**src/rtl/dbg_pkg.sv**
```systemverilog
// Shared debug-path types and ASCII constants.
// Optional macro DBG_TX_HEX_PREFIX_EN adds the "0x" prefix state to the formatter FSM.
package dbg_pkg;

  localparam logic TYPE_CHAR = 1'b0;
  localparam logic TYPE_WORD = 1'b1;

  localparam logic [7:0] CH_CR = 8'h0D;
  localparam logic [7:0] CH_LF = 8'h0A;
  localparam logic [7:0] CH_SP = 8'h20;
  localparam logic [7:0] CH_0  = 8'h30;
  localparam logic [7:0] CH_x  = 8'h78;

  typedef enum logic [2:0] {
    ST_IDLE,
    ST_SEND_HEX,
    ST_SEND_SEP,
    ST_SEND_CHAR,
    ST_ACK,
    ST_RELEASE
`ifdef DBG_TX_HEX_PREFIX_EN
    , ST_SEND_PFX
`endif
  } fmt_state_e;

endpackage

```
**src/rtl/hex_nib2ascii.sv**
```systemverilog
// Combinational nibble-to-ASCII hex digit encoder; also used by the RX echo path.
module hex_nib2ascii
  import dbg_pkg::*;
#(
  parameter bit LOWER_HEX = 1'b0
) (
  input  logic [3:0] i_nib,
  output logic [7:0] o_asc
);

  // Letter base is the ASCII code of 'A'/'a' minus 10, so nibble 10 lands on the letter.
  localparam logic [7:0] ALPHA_BASE = LOWER_HEX ? 8'h57 : 8'h37;

  always_comb begin
    if (i_nib < 4'd10) o_asc = CH_0 + {4'h0, i_nib};
    else               o_asc = ALPHA_BASE + {4'h0, i_nib};
  end

endmodule

```
**src/rtl/dbg_tx_formatter.sv**
```systemverilog
// Formats debug handler transmit requests as ASCII hex words or raw chars for the UART.
// Optional macro DBG_TX_HEX_PREFIX_EN: emit "0x" before every hex word.
module dbg_tx_formatter
  import dbg_pkg::*;
#(
  parameter logic [7:0] SEP_CHAR  = 8'h20,
  parameter bit         LOWER_HEX = 1'b0
) (
  input  logic        clk,
  input  logic        rst,
  input  logic        req_tx,
  input  logic        type_tx,
  input  logic [31:0] dout,
  output logic        ack_tx,
  output logic [7:0]  tx_data,
  output logic        tx_valid,
  input  logic        tx_ready,
  output logic        busy
);

  fmt_state_e  r_state, w_state_nxt;
  logic [2:0]  r_idx, w_idx_nxt;
  logic [31:0] r_data;
  logic [7:0]  r_tx_data, w_tx_data;
  logic        r_tx_valid, w_tx_valid;
  logic        r_ack, w_ack;
  logic        r_busy, w_busy;
  logic        w_xfer;
  logic [3:0]  w_nib;
  logic [7:0]  w_asc;

  assign w_xfer = r_tx_valid & tx_ready;

  // Nibble for the byte presented after this edge: MSB nibble at idx 0.
  assign w_nib = r_data[{~w_idx_nxt, 2'b00} +: 4];

  hex_nib2ascii #(.LOWER_HEX(LOWER_HEX)) u_nib2asc (
    .i_nib (w_nib),
    .o_asc (w_asc)
  );

  always_ff @(posedge clk) begin
    if (rst) begin
      r_state <= ST_IDLE;
      r_idx   <= 3'd0;
      r_data  <= 32'h0;
    end else begin
      r_state <= w_state_nxt;
      r_idx   <= w_idx_nxt;
      if (r_state == ST_IDLE && req_tx) r_data <= dout;
    end
  end

  always_comb begin
    w_state_nxt = r_state;
    w_idx_nxt   = r_idx;
    case (r_state)
      ST_IDLE: begin
        w_idx_nxt = 3'd0;
        if (req_tx) begin
`ifdef DBG_TX_HEX_PREFIX_EN
          w_state_nxt = (type_tx == TYPE_WORD) ? ST_SEND_PFX : ST_SEND_CHAR;
`else
          w_state_nxt = (type_tx == TYPE_WORD) ? ST_SEND_HEX : ST_SEND_CHAR;
`endif
        end
      end
`ifdef DBG_TX_HEX_PREFIX_EN
      ST_SEND_PFX: if (w_xfer) begin
        if (r_idx == 3'd1) begin
          w_state_nxt = ST_SEND_HEX;
          w_idx_nxt   = 3'd0;
        end else begin
          w_idx_nxt   = r_idx + 3'd1;
        end
      end
`endif
      ST_SEND_HEX: if (w_xfer) begin
        if (r_idx == 3'd7) begin
          w_state_nxt = ST_SEND_SEP;
          w_idx_nxt   = 3'd0;
        end else begin
          w_idx_nxt   = r_idx + 3'd1;
        end
      end
      ST_SEND_SEP:  if (w_xfer) w_state_nxt = ST_ACK;
      ST_SEND_CHAR: if (w_xfer) w_state_nxt = ST_ACK;
      ST_ACK:       w_state_nxt = ST_RELEASE;
      ST_RELEASE:   if (!req_tx) w_state_nxt = ST_IDLE;
      default:      w_state_nxt = ST_IDLE;
    endcase
  end

  // Outputs track the post-edge state, except the IDLE exit which gives the
  // payload latch a cycle before the first byte goes out.
  always_comb begin
    w_tx_valid = 1'b0;
    w_tx_data  = r_tx_data;
    w_ack      = (r_state == ST_ACK);
    w_busy     = (w_state_nxt != ST_IDLE);
    if (r_state != ST_IDLE) begin
      case (w_state_nxt)
`ifdef DBG_TX_HEX_PREFIX_EN
        ST_SEND_PFX: begin
          w_tx_valid = 1'b1;
          w_tx_data  = w_idx_nxt[0] ? CH_x : CH_0;
        end
`endif
        ST_SEND_HEX: begin
          w_tx_valid = 1'b1;
          w_tx_data  = w_asc;
        end
        ST_SEND_SEP: begin
          w_tx_valid = 1'b1;
          w_tx_data  = SEP_CHAR;
        end
        ST_SEND_CHAR: begin
          w_tx_valid = 1'b1;
          w_tx_data  = r_data[7:0];
        end
        default: w_tx_valid = 1'b0;
      endcase
    end
  end

  always_ff @(posedge clk) begin
    if (rst) begin
      r_tx_valid <= 1'b0;
      r_tx_data  <= 8'h00;
      r_ack      <= 1'b0;
      r_busy     <= 1'b0;
    end else begin
      r_tx_valid <= w_tx_valid;
      r_tx_data  <= w_tx_data;
      r_ack      <= w_ack;
      r_busy     <= w_busy;
    end
  end

  assign tx_valid = r_tx_valid;
  assign tx_data  = r_tx_data;
  assign ack_tx   = r_ack;
  assign busy     = r_busy;

endmodule
```
**config.mk**
```make
export PLATFORM = sky130hd
export DESIGN_NAME = dbg_tx_formatter
export DESIGN_NICKNAME = d
export VERILOG_FILES = /design/src/rtl/dbg_pkg.sv /design/src/rtl/hex_nib2ascii.sv /design/src/rtl/dbg_tx_formatter.sv
export SDC_FILE = /design/constraint.sdc
export NUM_CORES = 1
export LEC_CHECK = 0
export BUFFER_PORTS_ARGS = -buffer_cell sky130_fd_sc_hd__buf_4
export CORE_ASPECT_RATIO = 1.4
export CORE_UTILIZATION = 49
export DETAILED_ROUTE_END_ITERATION = 8
export GPL_TIMING_DRIVEN = 0
export PLACE_DENSITY = 0.75
export SETUP_SLACK_MARGIN = 0.1
export SLEW_MARGIN = 20
export SYNTH_ARGS = -nofsm -noshare
export SYNTH_HDL_FRONTEND = slang
export SYNTH_SLANG_ARGS = --single-unit
export TNS_END_PERCENT = 5
```
**constraint.sdc**
```tcl
create_clock -name clk -period 2.9 [get_ports clk]
set_input_delay 0.145 -clock clk [delete_from_list [all_inputs] [get_ports clk]]
set_output_delay 0.145 -clock clk [all_outputs]
set_load 0.01 [all_outputs]
```
## Word-level counts from Yosys, hierarchy flattened

Index checks and enable logic that the tools add are counted.

- Register bits: 49
- Bits of input ports: 37
- Output and inout port bits: 11
- Logic and storage cells: 46

- Add/sub/neg operators: 3
- Order comparisons: 1
- Eq/ne operators: 9
- Shift operators: 1
- Mux-type cells: 13
- Bitwise logic cells: 3
- Reduce and logical (&&, ||, !) cells: 9

Operators by type and width:

| operator | number |
|---|---|
| 32-bit by 6-bit indexed part select with 4-bit output | 1 |
| 8-bit one-hot mux with 3 select lines | 1 |
| 3-bit 2-to-1 mux | 7 |
| 3-bit one-hot mux with 5 select lines | 1 |
| 6-bit by 4-bit adder with 7-bit output, first input constant | 2 |
| 3-bit by 2-bit == test with 1-bit output, second input constant | 4 |
| 3-bit == test, second input constant | 3 |
| 3-bit nonzero test | 3 |
| 8-bit 2-to-1 mux | 1 |
| 3-bit by 1-bit == test with 1-bit output, second input constant | 2 |
| 3-bit one-hot mux with 2 select lines | 1 |
| 4-bit less-than comparator, second input constant | 1 |
| 2-bit OR reduction | 2 |
| 3-bit by 1-bit adder with 3-bit output, second input constant | 1 |
| 3-bit zero test | 1 |
| 3-bit inverter | 1 |
| 3-bit OR reduction | 1 |
| 2-bit 2-to-1 mux | 1 |
| 2-bit AND reduction | 1 |
| 1-bit AND | 1 |
| 1-bit logical AND | 1 |
| 1-bit 2-to-1 mux | 1 |
| 1-bit inverter | 1 |

## Depth between registers and ports, before layout

Gate-level depths: netlist (run 1).

- Word-level depth: 9
- Depth in mapped cells: 12
- Depth with buffers taken out: 11

## By module

Synthesis (run 1) repeated with hierarchy kept, for this count alone.

- Cell total of the unflattened synthesis: 312
- Area, all modules: 2496.1 µm²

Modules (own cells, without submodules):

| module | times used | cells each | area each (µm²) | seq. area each (µm²) |
|---|---|---|---|---|
| dbg_tx_formatter | 1 | 296 | 2391.0 | 980.9 |
| hex_nib2ascii | 1 | 16 | 105.1 | 0.0 |

## Worst setup path before layout (run 1)

Ideal clock, no wire load.

- Kind: flip-flop to flip-flop
- Start point: reg r_state[1]
- End point: reg r_tx_data[2] (netlist: tx_data[2])
- Setup time: 0.074 ns
- Arrival time: 3.019 ns
- Data required time: 2.826 ns
- Slack: -0.194 ns
- Cell stages (with the launch flop): 13
- Buffers on the path: 2
- Clock period less this slack: 3.094 ns
- Path through: dfxtp_1 buf_6 or3b_4 or4b_1 and2_1 buf_2 mux2i_1 mux2i_1 mux2i_2 ha_1 inv_1 or4_1 a31oi_1

- Longest elaborated chain between the ends: 7
- Elaborated cells on any way between the ends: 27
- Classes of those cells: add/sub: 2; order compare: 1; eq/ne: 8; shift: 1; mux: 9; bitwise: 1; reduce/logical: 5

Ends and longest elaborated chain:

| element | line | RTL |
|---|---|---|
| start, declared | dbg_tx_formatter.sv:21 | `fmt_state_e r_state, w_state_nxt;` |
| start signal, assigned | dbg_tx_formatter.sv:48 | `r_state <= w_state_nxt;` |
| 3-bit by 1-bit == test with 1-bit output or 3-bit zero test (tied branches) | dbg_tx_formatter.sv:57 | `case (r_state)` |
| 3-bit one-hot mux with 2 select lines | dbg_tx_formatter.sv:57 |  |
| 3-bit inverter | dbg_tx_formatter.sv:35 | `assign w_nib = r_data[{~w_idx_nxt, 2'b00} +: 4];` |
| 32-bit by 6-bit indexed part select with 4-bit output | dbg_tx_formatter.sv:35 |  |
| 6-bit by 4-bit adder with 7-bit output, or another cell as far along | hex_nib2ascii.sv:16 | `else o_asc = ALPHA_BASE + {4'h0, i_nib};` |
| 8-bit 2-to-1 mux | hex_nib2ascii.sv:15 | `if (i_nib < 4'd10) o_asc = CH_0 + {4'h0, i_nib};` |
| 8-bit one-hot mux with 3 select lines | dbg_tx_formatter.sv:102 | `case (w_state_nxt)` |
| end signal, assigned | dbg_tx_formatter.sv:134 | `r_tx_data <= w_tx_data;` |
| end, declared | dbg_tx_formatter.sv:24 | `logic [7:0] r_tx_data, w_tx_data;` |

Parallel ways exist; a longest one is shown, timed or not.
A chain may end at the register's enable or synchronous reset.

## Worst setup path in the final report (run 1)

- Start point: reg r_state[2]
- End point: reg r_tx_data[2] (netlist: tx_data[2])

Same word-level chain as after synthesis.

==> results of run 1 <==
[path summary, 6_finish.rpt]
check | from | depth (start not counted) | end | slack (ns)
worst max-delay path | r_state[2]$_SDFF_PP0_ | 12 | tx_data[2]$_SDFFE_PP0P_ | -0.26
worst min-delay path | dout[21] | 3 | r_data[21]$_SDFFE_PP0P_ | 0.08
worst max register to register | r_state[2]$_SDFF_PP0_ | 12 | tx_data[2]$_SDFFE_PP0P_ | -0.26
worst min register to register | r_data[16]$_SDFFE_PP0P_ | 2 | r_data[16]$_SDFFE_PP0P_ | 0.46
[metrics by stage]
step | hold slack, ns | TNS (ns) | utilization, % | area (µm²)
5_1_grt | 0.0816 | -1.42 | 66.4 | 3010
2_1_floorplan | 0.281 | -0.161 | - | 2340
6_report | 0.0834 | -0.670 | 66.4 | 3010
3_3_place_gp | 0.393 | -1.28 | 60.9 | 2760
4_1_cts | 0.0825 | -0.472 | 64.7 | 2940
3_5_place_dp | 0.401 | -1.53 | 60.9 | 2760
[final cells by class]
cell class | count | area, µm² | area share [%]
tap | 62 | 77.6 | 2.58
multi-input combinational | 214 | 1330 | 44.2
inverter | 5 | 18.8 | 0.623
sequential | 49 | 982 | 32.6
timing repair buffer | 52 | 388 | 12.9
buffer | 19 | 113 | 3.74
clock inverter | 1 | 5.00 | 0.166
clock buffer | 7 | 96.3 | 3.20
[kinds of logic after synthesis]
| logic type | synth area share [%] |
|---|---|
| buffers and inverters | 4.95 |
| AND/OR/NAND/NOR | 22.3 |
| adder cells (fa/ha/maj) | 1.61 |
| flip-flops | 42.2 |
| multiplexers | 8.45 |
| AO/OA/AOI/OAI | 20.5 |
[power by group]
group          internal (µW)  leakage [µW]  switching (µW)  total, µW
Clock                    216     0.0000542             224        440
Combinational            143      0.000766             173        315
Sequential               725      0.000402            37.1        762
Total                   1080       0.00122             434       1520
[cells in the mapped netlist, types with 2 or more instances]
| master | n |
|---|---|
| a21o_1 | 2 |
| o211ai_1 | 2 |
| nand3_1 | 4 |
| nor2_1 | 11 |
| a31oi_1 | 4 |
| inv_1 | 5 |
| nor3_1 | 3 |
| nand4_1 | 2 |
| a211oi_1 | 2 |
| a21oi_1 | 37 |
| clkbuf_1 | 14 |
| nand2_1 | 77 |
| ha_1 | 3 |
| a21boi_0 | 4 |
| buf_2 | 2 |
| and2_1 | 4 |
| or4_1 | 2 |
| and3_1 | 2 |
| nand2b_1 | 2 |
| mux2i_1 | 16 |
| buf_6 | 3 |
| o21ai_0 | 8 |
| o22ai_1 | 2 |
| dfxtp_1 | 49 |
| a2111oi_0 | 5 |
[per-layer routing]
metal | track usage, % | up-vias | routed length, µm
met2 | 40.4 | 82 | 3230
met4 | 11.2 | 0 | 195
li1 | - | 1126 | -
met3 | 4.03 | 22 | 261
met1 | 29.7 | 1054 | 2420
met5 | 0 | - | 0
[registers in the layout, summed over array words and instances, names as in the netlist]
| register | cells |
|---|---|
| r_state | 3 |
| r_idx | 3 |
| tx_data | 8 |
| r_data | 32 |
| ack_tx | 1 |
| busy | 1 |
| tx_valid | 1 |
[worst min-delay path, delay by kind of cell]
family                 cells  cell delay, ns
buffers and inverters      1            0.10
AND/OR/NAND/NOR            1            0.04
AO/OA/AOI/OAI              1            0.05
[what timing repair did]
item | 4_1_cts | 5_1_grt
gates resized for setup | 14 | 10
buffers inserted | 3 | 2
hold buffers | 0 | 0
gates cloned | 1 | 0
setup endpoints to repair | 7 | 8
pin swaps | 4 | 4
==> summary.md, run 1 <==
| Metric | Value |
|---|---|
| Post-synth EDFFs | `0` |
| Clock slew at reported path FFs | `0.09 ns` |
| Unrepaired setup endpoints after global routing | `true` |
| Syn Area/Cell | `8.10 µm²` |
| Pleak | `0.00122 µW` |
| Pwr/cell area | `504 nW/µm²` |
| Via count of the routed design | `approximately 2,300` |
| Worst Path Max Fanout | `9` |
| Crit path required time | `3.13 ns` |
| Outcome | `finished with violations` |
| Max Cap Viol | `0` |
| Antenna violations before repair | `0` |
| Gr usage total | `24.4%` |
| IO Pins | `between 40 and 50` |
| Ranking of synthesized cells by area | `dfxtp_1, nand2_1, a21oi_1` |
| Worst path max stage delay | `0.51 ns` |
| Fraction of registers with async set or reset after synthesis | `0%` |
| Commonest cells after routing, fill and taps aside | `nand2_1, buf_4, dfxtp_1, a21oi_1, clkbuf_1` |
| Die W | `60.2 µm` |
| Setup violations, final | `5` |
| Fin. max-slew vios | `0` |
| DRC | `0` |
| Pre-CTS setup slack | `-0.530 ns` |
| CP Cell Sequence | `buf_6, or3b_4, or4b_4, and2_4, buf_6, mux2i_2, mux2i_1, mux2i_1, ha_2, inv_1, or4_1, a31oi_1` |
| Placer Congestion | `0.814` |
| P&R area growth vs syn | `29.5%` |
| DP Wirelength | `4180 µm` |
| Starting DRT DRC Count | `145` |
| Final hold violation count | `0` |
| Mapped Cells | `287` |
| Critical Path Sink Type | `register` |
| Fillers | `~380` |
| Ys Warns | `0` |
| CTS max path bufs | `2` |
| Core box area | `4540 µm²` |
| Peak supply drop | `roughly 0.35 mV` |
| DR pass1 iterations | `4` |
| Worst path arrival time | `between 3 and 4 ns` |
| Slew HR | `between 50 and 60%` |
| Row count | `29` |
| WL final | `6100 µm` |
| Yosys cell types | `between 40 and 50` |
| Share of layout cells above drive strength 1 | `25.1%` |
| Fin crit share | `109%` |
| Crit path buf inv count | `3` |
| TritonCTS Sinks | `49` |
| CTS tree | `yes` |
| CTS H-Tree Depth | `2` |
| Cell accounting for the most synthesized area | `dfxtp_1` |
| Power Total | `1520 µW` |
| Initial core utilization | `51.3%` |
| # diodes | `0` |
| Root buf cell | `clkbuf_8` |
| Cell Area, Synth | `between 2000 and 2500 µm²` |
| CTS Buf Count | `5` |
| Most common cell after layout, fill and taps aside | `nand2_1` |
| Critical path's top delay family | `simple AND/OR/NAND/NOR gates` |
| Final Non-Filler Cells | `409` |
| Placed cells | `395` |
| Wire per inst | `14.9 µm` |
| DRT antenna net count | `0` |
| Vias in the first global route | `2,039` |
| Die extent in y | `83.5 µm` |
| CP max-delay cell | `or4b_4` |
| Seq/Total Area, Yosys | `42.2%` |
| Synth Net Count | `between 300 and 400` |
| Failing checks | `negative setup slack` |
| Startpoint types | `register` |
| Worst-skew pair later-pin latency | `0.30 ns` |
| Critical setup path kind | `reg -> reg` |
| Largest net degree at the start of global routing | `15` |
| Prevailing post-synth register cell | `dfxtp_1` |
| Final worst setup slack | `-0.263 ns` |
| Global-route wire length before repair | `9250 µm` |
| #FFs+latches synth | `49` |
| Final min period | `3.16 ns` |
| Yosys top cell area share | `42.2%` |
| Hold Path Class | `in -> reg` |
| Fin Clk Skew | `0.00471 ns` |
| Fmax | `roughly 320 MHz` |
| Slew @ Worst Pin | `approximately 0.70 ns` |
| Final net count | `between 300 and 400` |
| Vias per inst | `about 5.6` |
| Full die area | `5030 µm²` |
| IO buf count | `46` |
| GRT overflow | `0` |
Power figures use the tool's default switching activity.
==> run 2, diff against run 1 <==
--- a/config.mk
+++ b/config.mk
@@ -7,10 +7,9 @@
 export LEC_CHECK = 0
 export BUFFER_PORTS_ARGS = -buffer_cell sky130_fd_sc_hd__buf_4
 export CORE_ASPECT_RATIO = 1.4
-export CORE_UTILIZATION = 49
+export CORE_UTILIZATION = 40
 export DETAILED_ROUTE_END_ITERATION = 8
 export GPL_TIMING_DRIVEN = 0
-export PLACE_DENSITY = 0.75
 export SETUP_SLACK_MARGIN = 0.1
 export SLEW_MARGIN = 20
 export SYNTH_ARGS = -nofsm -noshare
==> run 2 against run 1 <==
The run still ends with negative setup slack left. Largest cell class unchanged. Fmax rose by 1.2%. Largest power group unchanged. Worst hold slack got worse by 0.0043 ns. Clock power rose by 8.9%. Routed wire length fell by 5.0%. Flip-flop and latch count did not move. Via count fell by 6.5%. Final area fell by 0.17%. Critical path depth fell by 1. Final cell count did not move. Sequential power barely moved. Sequential share of layout area rose by 0.054 points. Combinational power fell by 3%. Highest routed layer unchanged.
==> summary.md, run 2 (synthesized netlist as in run 1, its figures left out) <==
| Metric | Value |
|---|---|
| Outcome | `finished with violations` |
| Failing checks | `negative setup slack` |
| Largest Register | `r_data` |
| P&R area growth vs syn | `29.3%` |
| FF-to-FF Start | `r_state[2]$_SDFF_PP0_` |
| DP Wirelength | `4260 µm (+1.8%)` |
| Max Cap Viol | `0 (unchanged)` |
| Switching Share | `27.8% (-0.78 points)` |
| Startpoint types | `register` |
| R2r endpoint | `tx_data[2]$_SDFFE_PP0P_` |
| Vias in the first global route | `1,964 (-3.7%)` |
| Placer Congestion | `0.794 (-2.4%)` |
| CTS max path bufs | `2 (unchanged)` |
| Initial core utilization | `41.8% (-9.5 points)` |
| Largest net degree at the start of global routing | `15 (unchanged)` |
| CTS tree | `yes` |
| Antenna violations before repair | `0 (unchanged)` |
| Setup violations, final | `4 (-1)` |
| Final worst setup slack | `-0.224 ns (+0.0383 ns)` |
| Hold EP | `r_data[20]$_SDFFE_PP0P_` |
| WL final | `5800 µm (-5.0%)` |
| Reg-to-reg slack, setup | `-0.22 ns (+0.04 ns)` |
| Die W | `66.4 µm (+10%)` |
| GRT overflow | `0 (unchanged)` |
| Critical Path Sink Type | `register` |
| Reg power frac | `49.2% (-1.0 points)` |
| DRT antenna net count | `0 (unchanged)` |
| Most common cell after layout, fill and taps aside | `nand2_1` |
| Slew HR | `61.2% (+8.1 points)` |
| Depth of the worst register-to-register path | `11 (-1)` |
| Min-delay src | `dout[20]` |
| NetSw | `430 µW (-0.90%)` |
| Post-route cell area | `3010 µm² (-0.17%)` |
| Clock network fraction of design power | `31.0% (+2.0 points)` |
| IO buf count | `46 (unchanged)` |
| Die extent in y | `92.2 µm (+10%)` |
| Fin. max-slew vios | `0 (unchanged)` |
| Fin crit share | `108% (-1.3 points)` |
| IO Pins | `48 (unchanged)` |
| Gr usage total | `20.1% (-4.3 points)` |
| Critical setup path kind | `reg -> reg` |
| Fmax | `320 MHz (+1.2%)` |
| DR pass1 iterations | `4 (unchanged)` |
| Core box area | `5570 µm² (+23%)` |
| # diodes | `0 (unchanged)` |
| Worst path arrival time | `3.36 ns (-0.03 ns)` |
| Fin Clk Skew | `0.00425 ns (-0.000461 ns)` |
| Vias per inst | `5.22 (-6.5%)` |
| Pwr/cell area | `514 nW/µm² (+2.1%)` |
| Full die area | `6130 µm² (+22%)` |
| WHS | `0.0791 ns (-0.00430 ns)` |
| Final net count | `381 (-1.3%)` |
| Final hold violation count | `0 (unchanged)` |
| Slew @ Worst Pin | `0.582 ns (-0.117 ns)` |
| Hold Path Stages | `3 (unchanged)` |
| Row count | `32 (+10%)` |
| Pleak | `0.00122 µW (+0.18%)` |
| Logic pwr share | `19.8% (-1.0 points)` |
| Worst Path Max Fanout | `9 (unchanged)` |
| CTS H-Tree Depth | `2 (unchanged)` |
| Peak supply drop | `0.256 mV (-28%)` |
| Global-route wire length before repair | `9330 µm (+0.82%)` |
| Root buf cell | `clkbuf_8` |
| Wire per inst | `14.2 µm (-5.0%)` |
| Largest register FFs | `32 (unchanged)` |
| Hold Path Class | `in -> reg` |
| Commonest cells after routing, fill and taps aside | `nand2_1, dfxtp_1, buf_4, a21oi_1, clkbuf_1` |
| Crit path required time | `3.13 ns (about the same)` |
| CTS Buf Count | `5 (unchanged)` |
| Via count of the routed design | `2,135 (-6.5%)` |
| Pint | `1120 µW (+3.0%)` |
| Clock slew at reported path FFs | `0.09 ns (about the same)` |
| TritonCTS Sinks | `49 (unchanged)` |
| Area after DPL | `2770 µm² (+0.27%)` |
| Share of layout cells above drive strength 1 | `25.2% (+0.15 points)` |
| Final min period | `3.12 ns (-0.0383 ns)` |
| Worst-skew pair later-pin latency | `0.30 ns (about the same)` |
| DRC | `0 (unchanged)` |
| Starting DRT DRC Count | `68 (-53%)` |
| Unrepaired setup endpoints after global routing | `true` |
run 2: cell types whose count changed in the layout (fill, tap and decap cells not counted), moves of 2 or more:
cell / previous run / this run
a2111oi_2: 0 / 2
mux2i_1: 13 / 11
clkbuf_8: 7 / 5
clkbuf_1: 14 / 12
clkbuf_2: 0 / 2
buf_4: 51 / 46
run 2: metal layers:
metal | track usage [%] | part of all wire [%]
met2 | 34.0 | 50
met5 | 0 | 0
met4 | 7.27 | 2.5
met3 | 3.98 | 4.2
met1 | 24.6 | 44
run 2: critical path, stage by stage (launching register included):
cell,delay [ns]
dfxtp_1,0.32
buf_6,0.13
or3b_4,0.40
or4_4,0.47
and2_4,0.18
buf_6,0.15
a2111oi_2,0.38
or4_4,0.19
buf_6,0.11
nand2_1,0.05
or4_1,0.52
a31oi_1,0.14
run 2: what timing repair did:
action | 4_1_cts | 5_1_grt
pin swaps | 4 | 1
setup buffers | 1 | 0
hold buffers | 0 | 0
setup endpoints to repair | 7 | 8
gates resized for setup | 14 | 20
run 2: area by class of cell:
type	instances	area (µm²)
inverters	5	18.8
multi-input cells	214	1350
flip-flops and latches	49	982
fillers	571	2560
clock buffers	5	68.8
clock inverters	2	35.0
plain buffers	19	115
repair buffers	47	357
well taps	68	85.1
run 2: worst max path at each step:
stage                                     start                      end  slack, ns  depth (start not counted)
after floorplan           r_state[2]$_SDFF_PP0_  tx_data[2]$_SDFFE_PP0P_      -0.12                         12
after global placement    r_state[0]$_SDFF_PP0_  tx_data[2]$_SDFFE_PP0P_      -0.52                         11
after detailed placement  r_state[0]$_SDFF_PP0_  tx_data[2]$_SDFFE_PP0P_      -0.54                         11
after CTS                   r_idx[0]$_SDFF_PP0_  tx_data[2]$_SDFFE_PP0P_      -0.19                         11
after global routing      r_state[2]$_SDFF_PP0_  tx_data[2]$_SDFFE_PP0P_      -0.33                         11
final                     r_state[2]$_SDFF_PP0_  tx_data[2]$_SDFFE_PP0P_      -0.22                         11
run 2: stage by stage:
stage / worst slack (ns) / cells / power (µW) / setup TNS [ns] / utilization (%)
5_1_grt: -0.331 / 409 / 1630 / -0.968 / 54.0
3_5_place_dp: -0.535 / 401 / 1070 / -1.51 / 49.8
4_1_cts: -0.194 / 409 / 1550 / -0.438 / 52.8
6_report: -0.224 / 409 / 1550 / -0.509 / 54.0
2_1_floorplan: -0.123 / 287 / 947 / -0.161 / -
3_3_place_gp: -0.524 / 401 / 1060 / -1.55 / 49.8
run 2: power by group through the flow:
stage          Sequential, µW  Clock, µW  Combinational [µW]
3_5_place_dp              773          0                 293
3_3_place_gp              772          0                 292
2_1_floorplan             771          0                 176
5_1_grt                   768        520                 342
6_report                  761        479                 306
4_1_cts                   759        490                 300
